`config.mk`:
```
export PLATFORM = sky130hd
export DESIGN_NAME = posit_normalize_pipe
export DESIGN_NICKNAME = d
export VERILOG_FILES = /design/src/rtl/posit_normalize_pipe.sv
export SDC_FILE = /design/constraint.sdc
export NUM_CORES = 1
export LEC_CHECK = 0
export CORE_ASPECT_RATIO = 0.6
export CORE_MARGIN = 1.5
export CORE_UTILIZATION = 55
export CTS_CLUSTER_DIAMETER = 100
export DETAILED_ROUTE_END_ITERATION = 8
export MAX_ROUTING_LAYER = met4
export PLACE_DENSITY = 0.77
export SLEW_MARGIN = 20
export SYNTH_ARGS = -nofsm -noshare
export SYNTH_HDL_FRONTEND = slang
export SYNTH_SLANG_ARGS = --single-unit
```
`constraint.sdc`:
```
create_clock -name clk -period 10 [get_ports clk]
set_clock_uncertainty 0.05 [all_clocks]
set_input_delay 2 -clock clk [delete_from_list [all_inputs] [get_ports clk]]
set_output_delay 2 -clock clk [all_outputs]
set_load 0.01 [all_outputs]
```
`src/rtl/posit_normalize_pipe.sv`:
```
// Three-stage posit encoder: regime build, align/shift with sticky, round and sign.
// Defining POSIT_NORM_INEXACT_EN adds the inexact flag and a saturating inexact counter.
module posit_normalize_pipe #(
   parameter int  POSIT_WIDTH = 32,
   parameter int  POSIT_ES    = 2,
   localparam int SW          = $clog2((POSIT_WIDTH - 2) << POSIT_ES) + 1,
   localparam int FW          = POSIT_WIDTH - POSIT_ES - 3
) (
   input  logic                   clk,
   input  logic                   rst,
   input  logic                   in_valid,
   output logic                   in_ready,
   input  logic                   sign,
   input  logic                   NaR,
   input  logic                   zero,
   input  logic signed [SW-1:0]   scale,
   input  logic [FW-1:0]          fraction,
   input  logic                   guard,
   input  logic                   round,
   input  logic                   sticky,
   output logic                   out_valid,
   input  logic                   out_ready,
   output logic [POSIT_WIDTH-1:0] posit_word
`ifdef POSIT_NORM_INEXACT_EN
   ,
   output logic                   inexact,
   output logic [15:0]            inexact_cnt
`endif
);

   localparam int N        = POSIT_WIDTH;
   localparam int ES       = POSIT_ES;
   localparam int MAXSCALE = (N - 2) << ES;
   localparam int PAD      = 1 << (SW - 1);
   localparam int WW       = N + 2 + PAD;

   logic v1_q, v1_d, v2_q, v2_d, v3_q, v3_d;
   logic ready1, ready2, ready3;

   logic          s1_sign_q, s1_sign_d, s1_nar_q, s1_nar_d, s1_zero_q, s1_zero_d;
   logic          s1_sat_hi_q, s1_sat_hi_d, s1_sat_lo_q, s1_sat_lo_d;
   logic [1:0]    s1_pair_q, s1_pair_d;
   logic [SW-2:0] s1_shamt_q, s1_shamt_d;
   logic [N-1:0]  s1_body_q, s1_body_d;
   logic signed [SW-1:0] k;

   logic          s2_sign_q, s2_sign_d, s2_nar_q, s2_nar_d, s2_zero_q, s2_zero_d;
   logic          s2_sat_hi_q, s2_sat_hi_d, s2_sat_lo_q, s2_sat_lo_d;
   logic [N-2:0]  s2_kept_q, s2_kept_d;
   logic          s2_guard_q, s2_guard_d, s2_sticky_q, s2_sticky_d;
   logic [WW-1:0] s2_wide;
   logic signed [WW-1:0] s2_shifted;

   logic [N-1:0]  s3_word_q, s3_word_d;
   logic [N-1:0]  s3_sum;
   logic [N-2:0]  s3_mag;
   logic          s3_round_up, s3_ovf;
`ifdef POSIT_NORM_INEXACT_EN
   logic          s3_inexact_q, s3_inexact_d;
   logic [15:0]   inexact_cnt_q, inexact_cnt_d;
`endif

   assign ready3    = ~v3_q | out_ready;
   assign ready2    = ~v2_q | ready3;
   assign ready1    = ~v1_q | ready2;
   assign in_ready  = ready1 & ~rst;
   assign out_valid = v3_q;
   assign posit_word = s3_word_q;

   always_comb begin
      v1_d = ready1 ? in_valid : v1_q;
      v2_d = ready2 ? v1_q : v2_q;
      v3_d = ready3 ? v2_q : v3_q;
   end

   // Regime shift: a leading "10" (k>=0) or "01" (k<0) arithmetic-shifted by k or ~k grows the run.
   always_comb begin
      k           = scale >>> ES;
      s1_sign_d   = s1_sign_q;
      s1_nar_d    = s1_nar_q;
      s1_zero_d   = s1_zero_q;
      s1_sat_hi_d = s1_sat_hi_q;
      s1_sat_lo_d = s1_sat_lo_q;
      s1_pair_d   = s1_pair_q;
      s1_shamt_d  = s1_shamt_q;
      s1_body_d   = s1_body_q;
      if (in_valid && ready1) begin
         s1_sign_d   = sign;
         s1_nar_d    = NaR;
         s1_zero_d   = zero;
         s1_sat_hi_d = int'(scale) > MAXSCALE;
         s1_sat_lo_d = int'(scale) < -MAXSCALE;
         s1_pair_d   = k[SW-1] ? 2'b01 : 2'b10;
         s1_shamt_d  = k[SW-1] ? ~k[SW-2:0] : k[SW-2:0];
         s1_body_d   = N'({scale, fraction, guard, round, sticky});
      end
   end

   always_comb begin
      s2_wide     = {s1_pair_q, s1_body_q, {PAD{1'b0}}};
      s2_shifted  = $signed(s2_wide) >>> s1_shamt_q;
      s2_sign_d   = s2_sign_q;
      s2_nar_d    = s2_nar_q;
      s2_zero_d   = s2_zero_q;
      s2_sat_hi_d = s2_sat_hi_q;
      s2_sat_lo_d = s2_sat_lo_q;
      s2_kept_d   = s2_kept_q;
      s2_guard_d  = s2_guard_q;
      s2_sticky_d = s2_sticky_q;
      if (v1_q && ready2) begin
         s2_sign_d   = s1_sign_q;
         s2_nar_d    = s1_nar_q;
         s2_zero_d   = s1_zero_q;
         s2_sat_hi_d = s1_sat_hi_q;
         s2_sat_lo_d = s1_sat_lo_q;
         s2_kept_d   = s2_shifted[WW-1 -: N-1];
         s2_guard_d  = s2_shifted[WW-N];
         s2_sticky_d = |s2_shifted[WW-N-1:0];
      end
   end

   always_comb begin
      s3_round_up = s2_guard_q & (s2_sticky_q | s2_kept_q[0]);
      s3_sum      = {1'b0, s2_kept_q} + {{(N-1){1'b0}}, s3_round_up};
      s3_ovf      = s3_sum[N-1];
      if (s2_sat_hi_q || s3_ovf)
         s3_mag = '1;
      else if (s2_sat_lo_q)
         s3_mag = {{(N-2){1'b0}}, 1'b1};
      else
         s3_mag = s3_sum[N-2:0];
      s3_word_d = s3_word_q;
      if (v2_q && ready3) begin
         if (s2_nar_q)
            s3_word_d = {1'b1, {(N-1){1'b0}}};
         else if (s2_zero_q)
            s3_word_d = '0;
         else if (s2_sign_q)
            s3_word_d = N'(0) - {1'b0, s3_mag};
         else
            s3_word_d = {1'b0, s3_mag};
      end
   end

`ifdef POSIT_NORM_INEXACT_EN
   always_comb begin
      s3_inexact_d  = s3_inexact_q;
      inexact_cnt_d = inexact_cnt_q;
      if (v2_q && ready3)
         s3_inexact_d = ~s2_nar_q & ~s2_zero_q &
                        (s2_guard_q | s2_sticky_q | s2_sat_hi_q | s2_sat_lo_q | s3_ovf);
      if (v3_q && out_ready && s3_inexact_q && (inexact_cnt_q != 16'hFFFF))
         inexact_cnt_d = inexact_cnt_q + 16'd1;
   end

   assign inexact     = s3_inexact_q;
   assign inexact_cnt = inexact_cnt_q;
`endif

   always_ff @(posedge clk or posedge rst) begin
      if (rst) begin
         v1_q <= 1'b0;  v2_q <= 1'b0;  v3_q <= 1'b0;
         s1_sign_q <= 1'b0;  s1_nar_q <= 1'b0;  s1_zero_q <= 1'b0;
         s1_sat_hi_q <= 1'b0;  s1_sat_lo_q <= 1'b0;
         s1_pair_q <= '0;  s1_shamt_q <= '0;  s1_body_q <= '0;
         s2_sign_q <= 1'b0;  s2_nar_q <= 1'b0;  s2_zero_q <= 1'b0;
         s2_sat_hi_q <= 1'b0;  s2_sat_lo_q <= 1'b0;
         s2_kept_q <= '0;  s2_guard_q <= 1'b0;  s2_sticky_q <= 1'b0;
         s3_word_q <= '0;
`ifdef POSIT_NORM_INEXACT_EN
         s3_inexact_q <= 1'b0;  inexact_cnt_q <= '0;
`endif
      end else begin
         v1_q <= v1_d;  v2_q <= v2_d;  v3_q <= v3_d;
         s1_sign_q <= s1_sign_d;  s1_nar_q <= s1_nar_d;  s1_zero_q <= s1_zero_d;
         s1_sat_hi_q <= s1_sat_hi_d;  s1_sat_lo_q <= s1_sat_lo_d;
         s1_pair_q <= s1_pair_d;  s1_shamt_q <= s1_shamt_d;  s1_body_q <= s1_body_d;
         s2_sign_q <= s2_sign_d;  s2_nar_q <= s2_nar_d;  s2_zero_q <= s2_zero_d;
         s2_sat_hi_q <= s2_sat_hi_d;  s2_sat_lo_q <= s2_sat_lo_d;
         s2_kept_q <= s2_kept_d;  s2_guard_q <= s2_guard_d;  s2_sticky_q <= s2_sticky_d;
         s3_word_q <= s3_word_d;
`ifdef POSIT_NORM_INEXACT_EN
         s3_inexact_q <= s3_inexact_d;  inexact_cnt_q <= inexact_cnt_d;
`endif
      end
   end

endmodule

```
==> impl_metrics.env, run 1 <==
export IMPL_grt_pass1_wl_mm=34.7
export IMPL_start_util_pct=56.5
export IMPL_finalMaxSlewViolations=0
export IMPL_top_layer_used="met4"
export IMPL_diodes=0
export IMPL_maxCapViolations=0
export IMPL_arrival_ns=3.25
export IMPL_grt_ovfl_total=0
export IMPL_synth_edff_count=0
export IMPL_nFillCells=1195
export IMPL_max_stage_delay_ns=0.56
export IMPL_dpl_instance_area_um2=9000
export IMPL_avgSynthCellArea_um2=8.90
export IMPL_coreArea_um2=14500
export IMPL_synthFlopType="dfrtp_1"
export IMPL_regArea_um2=2930
export IMPL_layout_commonest_cell="nand2_1"
export IMPL_synth_nets=971
export IMPL_antenna_found_initial=0
export IMPL_wl_met2_mm=8.34
export IMPL_hold_class="flop to flop"
export IMPL_viasPerCell=6.20
export IMPL_clock_root_buffer="clkbuf_16"
export IMPL_layout_drive_gt1_share_pct=16.2
export IMPL_nets=1002
export IMPL_cp_end_kind="primary output"
export IMPL_cts_tree="done"
export IMPL_period_minus_slack_ns=5.30
export IMPL_multi_input_area_um2=4920
export IMPL_ios=79
export IMPL_dieArea_um2=15700
export IMPL_ctsHoldBuffers=0
export IMPL_cts_max_path_buffers=2
export IMPL_place_hpwl_mm=15.4
export IMPL_syn_inst=920
export IMPL_hold_viol=0
export IMPL_rsz0062_at_grt="false"
export IMPL_pre_cts_slack_ns=4.67
export IMPL_grt_usage_pct=29.1
export IMPL_yosysWarningCount=0
export IMPL_met1_length_mm=10.7
export IMPL_fin_crit_sh_pct=53.0
export IMPL_grt_pass1_vias=6413
export IMPL_ant_nets=0
export IMPL_crit_slowest_cell="clkdlybuf4s50_1"
export IMPL_crit_end="in_ready"
export IMPL_die_width_um=161
export IMPL_synth_area_um2=8190
export IMPL_async_flop_share_pct=100
export IMPL_ys_seq_elements=117
export IMPL_gp_congestion=0.947
export IMPL_outcome="complete, no violations"
export IMPL_hold_slack_ns=0.423
export IMPL_finalSetupTns_ns=0
export IMPL_grt_start_max_net_pins=85
export IMPL_clock_sinks=117
export IMPL_tightest_slew_ns=0.952
export IMPL_startpoint="out_ready"
export IMPL_cts_made_buffers=17
export IMPL_slew_headroom_pct=35.9
export IMPL_rr_worst_depth=16
export IMPL_clock_fmax_mhz=189
export IMPL_final_cell_mix="nand2_1, dfrtp_1, o21ai_0, clkdlybuf4s50_1, mux2_2"
export IMPL_routed_wl_mm=21.1
export IMPL_firstDrtPassIters=5
export IMPL_ys_seq_area_share_pct=35.7
export IMPL_critPathMaxFanout=5
export IMPL_io_buffers=78
export IMPL_die_y_um=97.5
export IMPL_syn_to_final_growth_pct=17.3
export IMPL_regToRegStartpoint="s2_kept_q[0]$_DFFE_PP0P_"
export IMPL_drt_iter0_drc=793
export IMPL_reg2reg_slack_ns=5.28
export IMPL_worstSetupPathType="input port to primary output"
export IMPL_layout_setup_ws_ns=4.70
export IMPL_drcViolationCount=0
export IMPL_route_met3_wl_mm=1.91
export IMPL_startpoint_type="input port"
export IMPL_rows=34
export IMPL_h_tree_depth=4
export IMPL_crit_top_cell="clkdlybuf4s50_1"
export IMPL_cts_resized=0
export IMPL_path_cells="clkdlybuf4s50_1 > nor2b_1 > a31oi_1 > clkdlybuf4s50_1"
export IMPL_cp_required_ns=7.95
export IMPL_setup_violations=0
export IMPL_power_density_nw_per_um2=247
export IMPL_cts_setup_buffers=0
export IMPL_vias=7201
export IMPL_clock_latency_ns=0.42
export IMPL_clkTransAtPathRegs_ns=0.06
export IMPL_p_leak_nw=3.87
export IMPL_reg2reg_to="posit_word[30]$_DFFE_PP0P_"
export IMPL_p_total_mw=2.37
export IMPL_postLayoutCellArea_um2=9600
export IMPL_peakVddDrop_mv=0.142
export IMPL_wl_per_cell_um=18.2
export IMPL_synth_cell_type_count=70
routing by layer:
layer / up-vias / GRT usage (%)
li1: 3370 / -
met1: 3519 / 46.5
met3: 21 / 6.44
met5: - / -
met2: 291 / 37.2
met4: 0 / 5.39
synthesized netlist by cell type (2+ instances only):
cell type  count  share of area, %
nand2_1      148               6.8
dfrtp_1      117                36
o21ai_0      113               6.9
mux2_2        64               8.8
nor2_1        53               2.4
clkbuf_1      52               2.4
a21oi_1       47               2.9
mux4_2        26               7.1
xor2_1        26               2.8
mux2i_1       21               2.6
nand3_1       20               1.2
xnor2_1       20               2.1
nand4_1       18               1.4
buf_1         13              0.60
inv_1         12              0.55
nor3_1        12              0.73
a31oi_1       11              0.84
o31ai_1       11               1.0
and3_1         9              0.69
nand2b_1       9              0.69
nor2b_1        9              0.69
buf_2          8              0.49
nor4_1         8              0.61
or3_1          8              0.61
and2_1         7              0.53
ha_1           6              0.92
o21ai_1        6              0.37
o21a_1         4              0.37
or4_1          4              0.37
a21o_1         3              0.27
a22o_1         3              0.32
a2111oi_0      2              0.21
a211oi_1       2              0.18
a221oi_1       2              0.21
a31o_2         2              0.21
and4_1         2              0.21
nand3_2        2              0.24
nand4_2        2              0.31
nor4_2         2              0.31
o211ai_1       2              0.18
o311ai_0       2              0.21
o41ai_2        2              0.40
or2_1          2              0.15
or2_2          2              0.15
metrics by stage:
stage	cells	util (%)
final	1162	66.2
after global routing	1162	66.2
after CTS	1162	66.1
after detailed placement	1130	62.0
after global placement	1130	62.0
after floorplan	920	-
where the power goes:
group          switching (mW)  internal [mW]
Combinational           0.522          0.444
Sequential              0.187          0.599
Clock                   0.233          0.387
worst max-delay path, delay by kind of cell:
kind            cells  cell delay (ns)
simple gates        1             0.07
compound gates      1             0.17
buf+inv             2             1.01
layout make-up:
type | count | share of cell area, %
clock inverters | 11 | 1.32
inverters | 12 | 0.495
well taps | 198 | 2.58
flip-flops and latches | 117 | 30.5
multi-input cells | 715 | 51.3
clock buffers | 21 | 4.90
repair buffers | 88 | 8.95
kinds of logic after synthesis:
kind of cell | count (synthesis) | share of synthesized area (%)
adders and majority gates | 6 | 0.917
DFF | 117 | 35.7
xor gates and xnor gates | 46 | 4.92
and+or+nand+nor | 326 | 19.4
AOI/OAI and AO/OA | 225 | 16.0
muxes | 112 | 18.7
buffers and inverters | 88 | 4.31
worst min-delay path by stage:
stage	start	endpoint	slack (ns)	cells past startpoint
6_report	s1_sat_lo_q$_DFFE_PP0P_	s1_sat_lo_q$_DFFE_PP0P_	0.42	2
5_1_grt	s1_sat_lo_q$_DFFE_PP0P_	s1_sat_lo_q$_DFFE_PP0P_	0.45	2
3_5_place_dp	s1_sat_lo_q$_DFFE_PP0P_	s1_sat_lo_q$_DFFE_PP0P_	0.42	2
4_1_cts	s1_sat_lo_q$_DFFE_PP0P_	s1_sat_lo_q$_DFFE_PP0P_	0.43	2
2_1_floorplan	s1_sat_hi_q$_DFFE_PP0P_	s1_sat_hi_q$_DFFE_PP0P_	0.39	2
3_3_place_gp	s1_sat_lo_q$_DFFE_PP0P_	s1_sat_lo_q$_DFFE_PP0P_	0.41	2
registers in the layout, summed over array words and instances (netlist names):
name         count
posit_word      32
s1_body_q       32
s2_kept_q       31
s1_shamt_q       5
s1_pair_q        2
out_valid        1
s1_nar_q         1
s1_sat_hi_q      1
s1_sat_lo_q      1
s1_sign_q        1
s1_zero_q        1
s2_guard_q       1
s2_nar_q         1
s2_sat_hi_q      1
s2_sat_lo_q      1
s2_sign_q        1
s2_sticky_q      1
s2_zero_q        1
v1_q             1
v2_q             1
(Power assumes the default switching activity.)
==> run 2: changes to the inputs <==
--- a/config.mk
+++ b/config.mk
@@ -7,11 +7,11 @@
 export LEC_CHECK = 0
 export CORE_ASPECT_RATIO = 0.6
 export CORE_MARGIN = 1.5
-export CORE_UTILIZATION = 55
+export CORE_UTILIZATION = 53
 export CTS_CLUSTER_DIAMETER = 100
 export DETAILED_ROUTE_END_ITERATION = 8
 export MAX_ROUTING_LAYER = met4
-export PLACE_DENSITY = 0.77
+export PLACE_DENSITY = 0.78
 export SLEW_MARGIN = 20
 export SYNTH_ARGS = -nofsm -noshare
 export SYNTH_HDL_FRONTEND = slang
==> constraint.sdc (replaced) <==
create_clock -name clk -period 4.4 [get_ports clk]
set_clock_uncertainty 0.05 [all_clocks]
set_input_delay 0.88 -clock clk [delete_from_list [all_inputs] [get_ports clk]]
set_output_delay 0.88 -clock clk [all_outputs]
set_load 0.01 [all_outputs]
==> run 2 against run 1 <==
Non-clock buffer count rose by 11; combinational power rose by 140%; sequential power rose by 130%; sequential cell count did not move; final cell count rose by 0.86%; utilization fell by 0.86 points; largest cell class unchanged; largest power group unchanged; highest routed layer unchanged.
==> impl_metrics.env, run 2 (synthesis results as in run 1) <==
export IMPL_outcome="complete, no violations"
export IMPL_cts_made_buffers=17
export IMPL_fin_crit_sh_pct=93.9
export IMPL_hold_class="flop to flop"
export IMPL_firstDrtPassIters=7
export IMPL_grt_start_max_net_pins=64
export IMPL_clock_root_buffer="clkbuf_16"
export IMPL_final_cell_mix="nand2_1, dfrtp_1, o21ai_0, clkdlybuf4s50_1, mux2_2"
export IMPL_p_sw_mw=2.21
export IMPL_cp_end_kind="flop"
export IMPL_power_frac_comb_pct=41.9
export IMPL_reg2reg_slack_ns=0.27
export IMPL_hold_path_end="posit_word[15]$_DFFE_PP0P_"
export IMPL_grt_ovfl_total=0
export IMPL_rr_worst_depth=16
export IMPL_clockPowerShare_pct=25.4
export IMPL_crit_slowest_cell="or3_4"
export IMPL_hold_viol=0
export IMPL_min_from="posit_word[15]$_DFFE_PP0P_"
export IMPL_h_tree_depth=4
export IMPL_setup_violations=0
export IMPL_die_width_um=163
export IMPL_start_util_pct=55.3
export IMPL_power_frac_seq_pct=32.7
export IMPL_routed_wl_mm=22.5
export IMPL_period_minus_slack_ns=4.13
export IMPL_max_stage_delay_ns=0.46
export IMPL_io_buffers=78
export IMPL_hold_path_depth=2
export IMPL_gp_congestion=0.992
export IMPL_slew_headroom_pct=30.7
export IMPL_clock_latency_ns=0.42
export IMPL_rows=34
export IMPL_vias=7391
export IMPL_cp_required_ns=4.61
export IMPL_intPower_mw=3.27
export IMPL_wl_per_cell_um=19.2
export IMPL_reg2reg_to="posit_word[30]$_DFFE_PP0P_"
export IMPL_startpoint="s2_sticky_q$_DFFE_PP0P_"
export IMPL_rsz0062_at_grt="false"
export IMPL_power_density_nw_per_um2=567
export IMPL_final_util_pct=65.3
export IMPL_arrival_ns=4.34
export IMPL_worstSetupPathType="flop to flop"
export IMPL_p_leak_nw=3.92
export IMPL_maxCapViolations=0
export IMPL_tightest_slew_ns=1.04
export IMPL_die_y_um=99.3
export IMPL_regToRegStartpoint="s2_sticky_q$_DFFE_PP0P_"
export IMPL_diodes=0
export IMPL_coreArea_um2=14800
export IMPL_place_hpwl_mm=16.7
export IMPL_grt_pass1_wl_mm=36.5
export IMPL_drt_iter0_drc=916
export IMPL_startpoint_type="flop"
export IMPL_cts_tree="done"
export IMPL_layout_commonest_cell="nand2_1"
export IMPL_netSwitchingFraction_pct=40.3
export IMPL_ios=79
export IMPL_clock_fmax_mhz=242
export IMPL_nets=1013
export IMPL_cts_setup_buffers=0
export IMPL_ctsHoldBuffers=0
export IMPL_grt_pass1_vias=6624
export IMPL_layout_drive_gt1_share_pct=17.1
export IMPL_finalMaxSlewViolations=0
export IMPL_cts_max_path_buffers=2
export IMPL_drcViolationCount=0
export IMPL_grt_usage_pct=30.3
export IMPL_syn_to_final_growth_pct=18.1
export IMPL_critPathMaxFanout=11
export IMPL_peakVddDrop_mv=0.279
export IMPL_dieArea_um2=16200
export IMPL_clock_sinks=117
export IMPL_clkTransAtPathRegs_ns=0.06
export IMPL_ant_nets=0
export IMPL_viasPerCell=6.31
export IMPL_path_cells="o21a_1 > ha_1 > nand3_2 > nor3_1 > buf_4 > and2_1 > a21o_1 > nor3_1 > ha_1 > o211a_1 > nand3_1 > or2_1 > or3_4 > o41ai_2 > xor2_1 > o21ai_1"
export IMPL_antenna_found_initial=0
export IMPL_finalSetupTns_ns=0
## run 2: cell count changes in the layout (fill, tap and decap cells not counted), moves of 2 or more
cell        delta
clkinv_4       -2
buf_4         +12
clkinv_2       +2
clkinvlp_4     -2
## run 2: worst max-delay path by stage
| stage | cells after the start | slack (ns) | to |
|---|---|---|---|
| 2_1_floorplan | 1 | 0.37 | out_valid$_DFFE_PP0P_ |
| 3_3_place_gp | 16 | 0.41 | posit_word[30]$_DFFE_PP0P_ |
| 3_5_place_dp | 16 | 0.28 | posit_word[30]$_DFFE_PP0P_ |
| 4_1_cts | 16 | 0.24 | posit_word[30]$_DFFE_PP0P_ |
| 5_1_grt | 16 | 0.04 | posit_word[24]$_DFFE_PP0P_ |
| 6_report | 16 | 0.27 | posit_word[30]$_DFFE_PP0P_ |
## run 2: power groups by stage
stage | combinational [mW] | sequential, mW | clock [mW]
detailed placement | 2.23 | 1.79 | 0
global route | 2.51 | 1.84 | 1.46
global placement | 2.21 | 1.78 | 0
CTS | 2.24 | 1.78 | 1.40
finish | 2.30 | 1.79 | 1.39
floorplan | 1.64 | 1.62 | 0
## run 2: layer usage
metal	global-route usage (%)	vias up	share of wire [%]
met2	37.2	394	38
li1	-	3410	-
met3	9.72	22	12
met1	47.5	3565	49
met5	-	-	0
met4	5.45	0	0.89
## run 2: timing repair
action	in CTS	in global routing
endpoints found under the hold margin	0	0
resized for setup	0	2
endpoints found under the setup margin	0	5
## run 2: critical path: cells and delay by family, from the launching register on
kind,cells,cell delay (ns)
simple gates,7,1.56
compound gates,5,1.11
fa+ha+maj,2,0.46
flops,1,0.41
buf+inv,1,0.19
xor+xnor,1,0.18
## run 2: per-stage QoR
stage          cell area (µm²)  hold slack [ns]  std cells  setup slack (ns)  total power, mW
6_report                  9670            0.422       1172             0.270             5.48
5_1_grt                   9670            0.453       1172            0.0396             5.81
4_1_cts                   9660            0.430       1172             0.237             5.42
3_5_place_dp              9080            0.417       1141             0.284             4.02
3_3_place_gp              9080            0.412       1141             0.407             3.99
2_1_floorplan             8190            0.389        920             0.369             3.26
## run 2: layout make-up
type                    count  area, µm²
fillers                  1253       5130
repair buffers             99        938
flip-flops and latches    117       2930
clock buffers              22        474
inverters                  12       47.5
multi-input cells         715       4930
clock inverters             9        104
well taps                 198        248
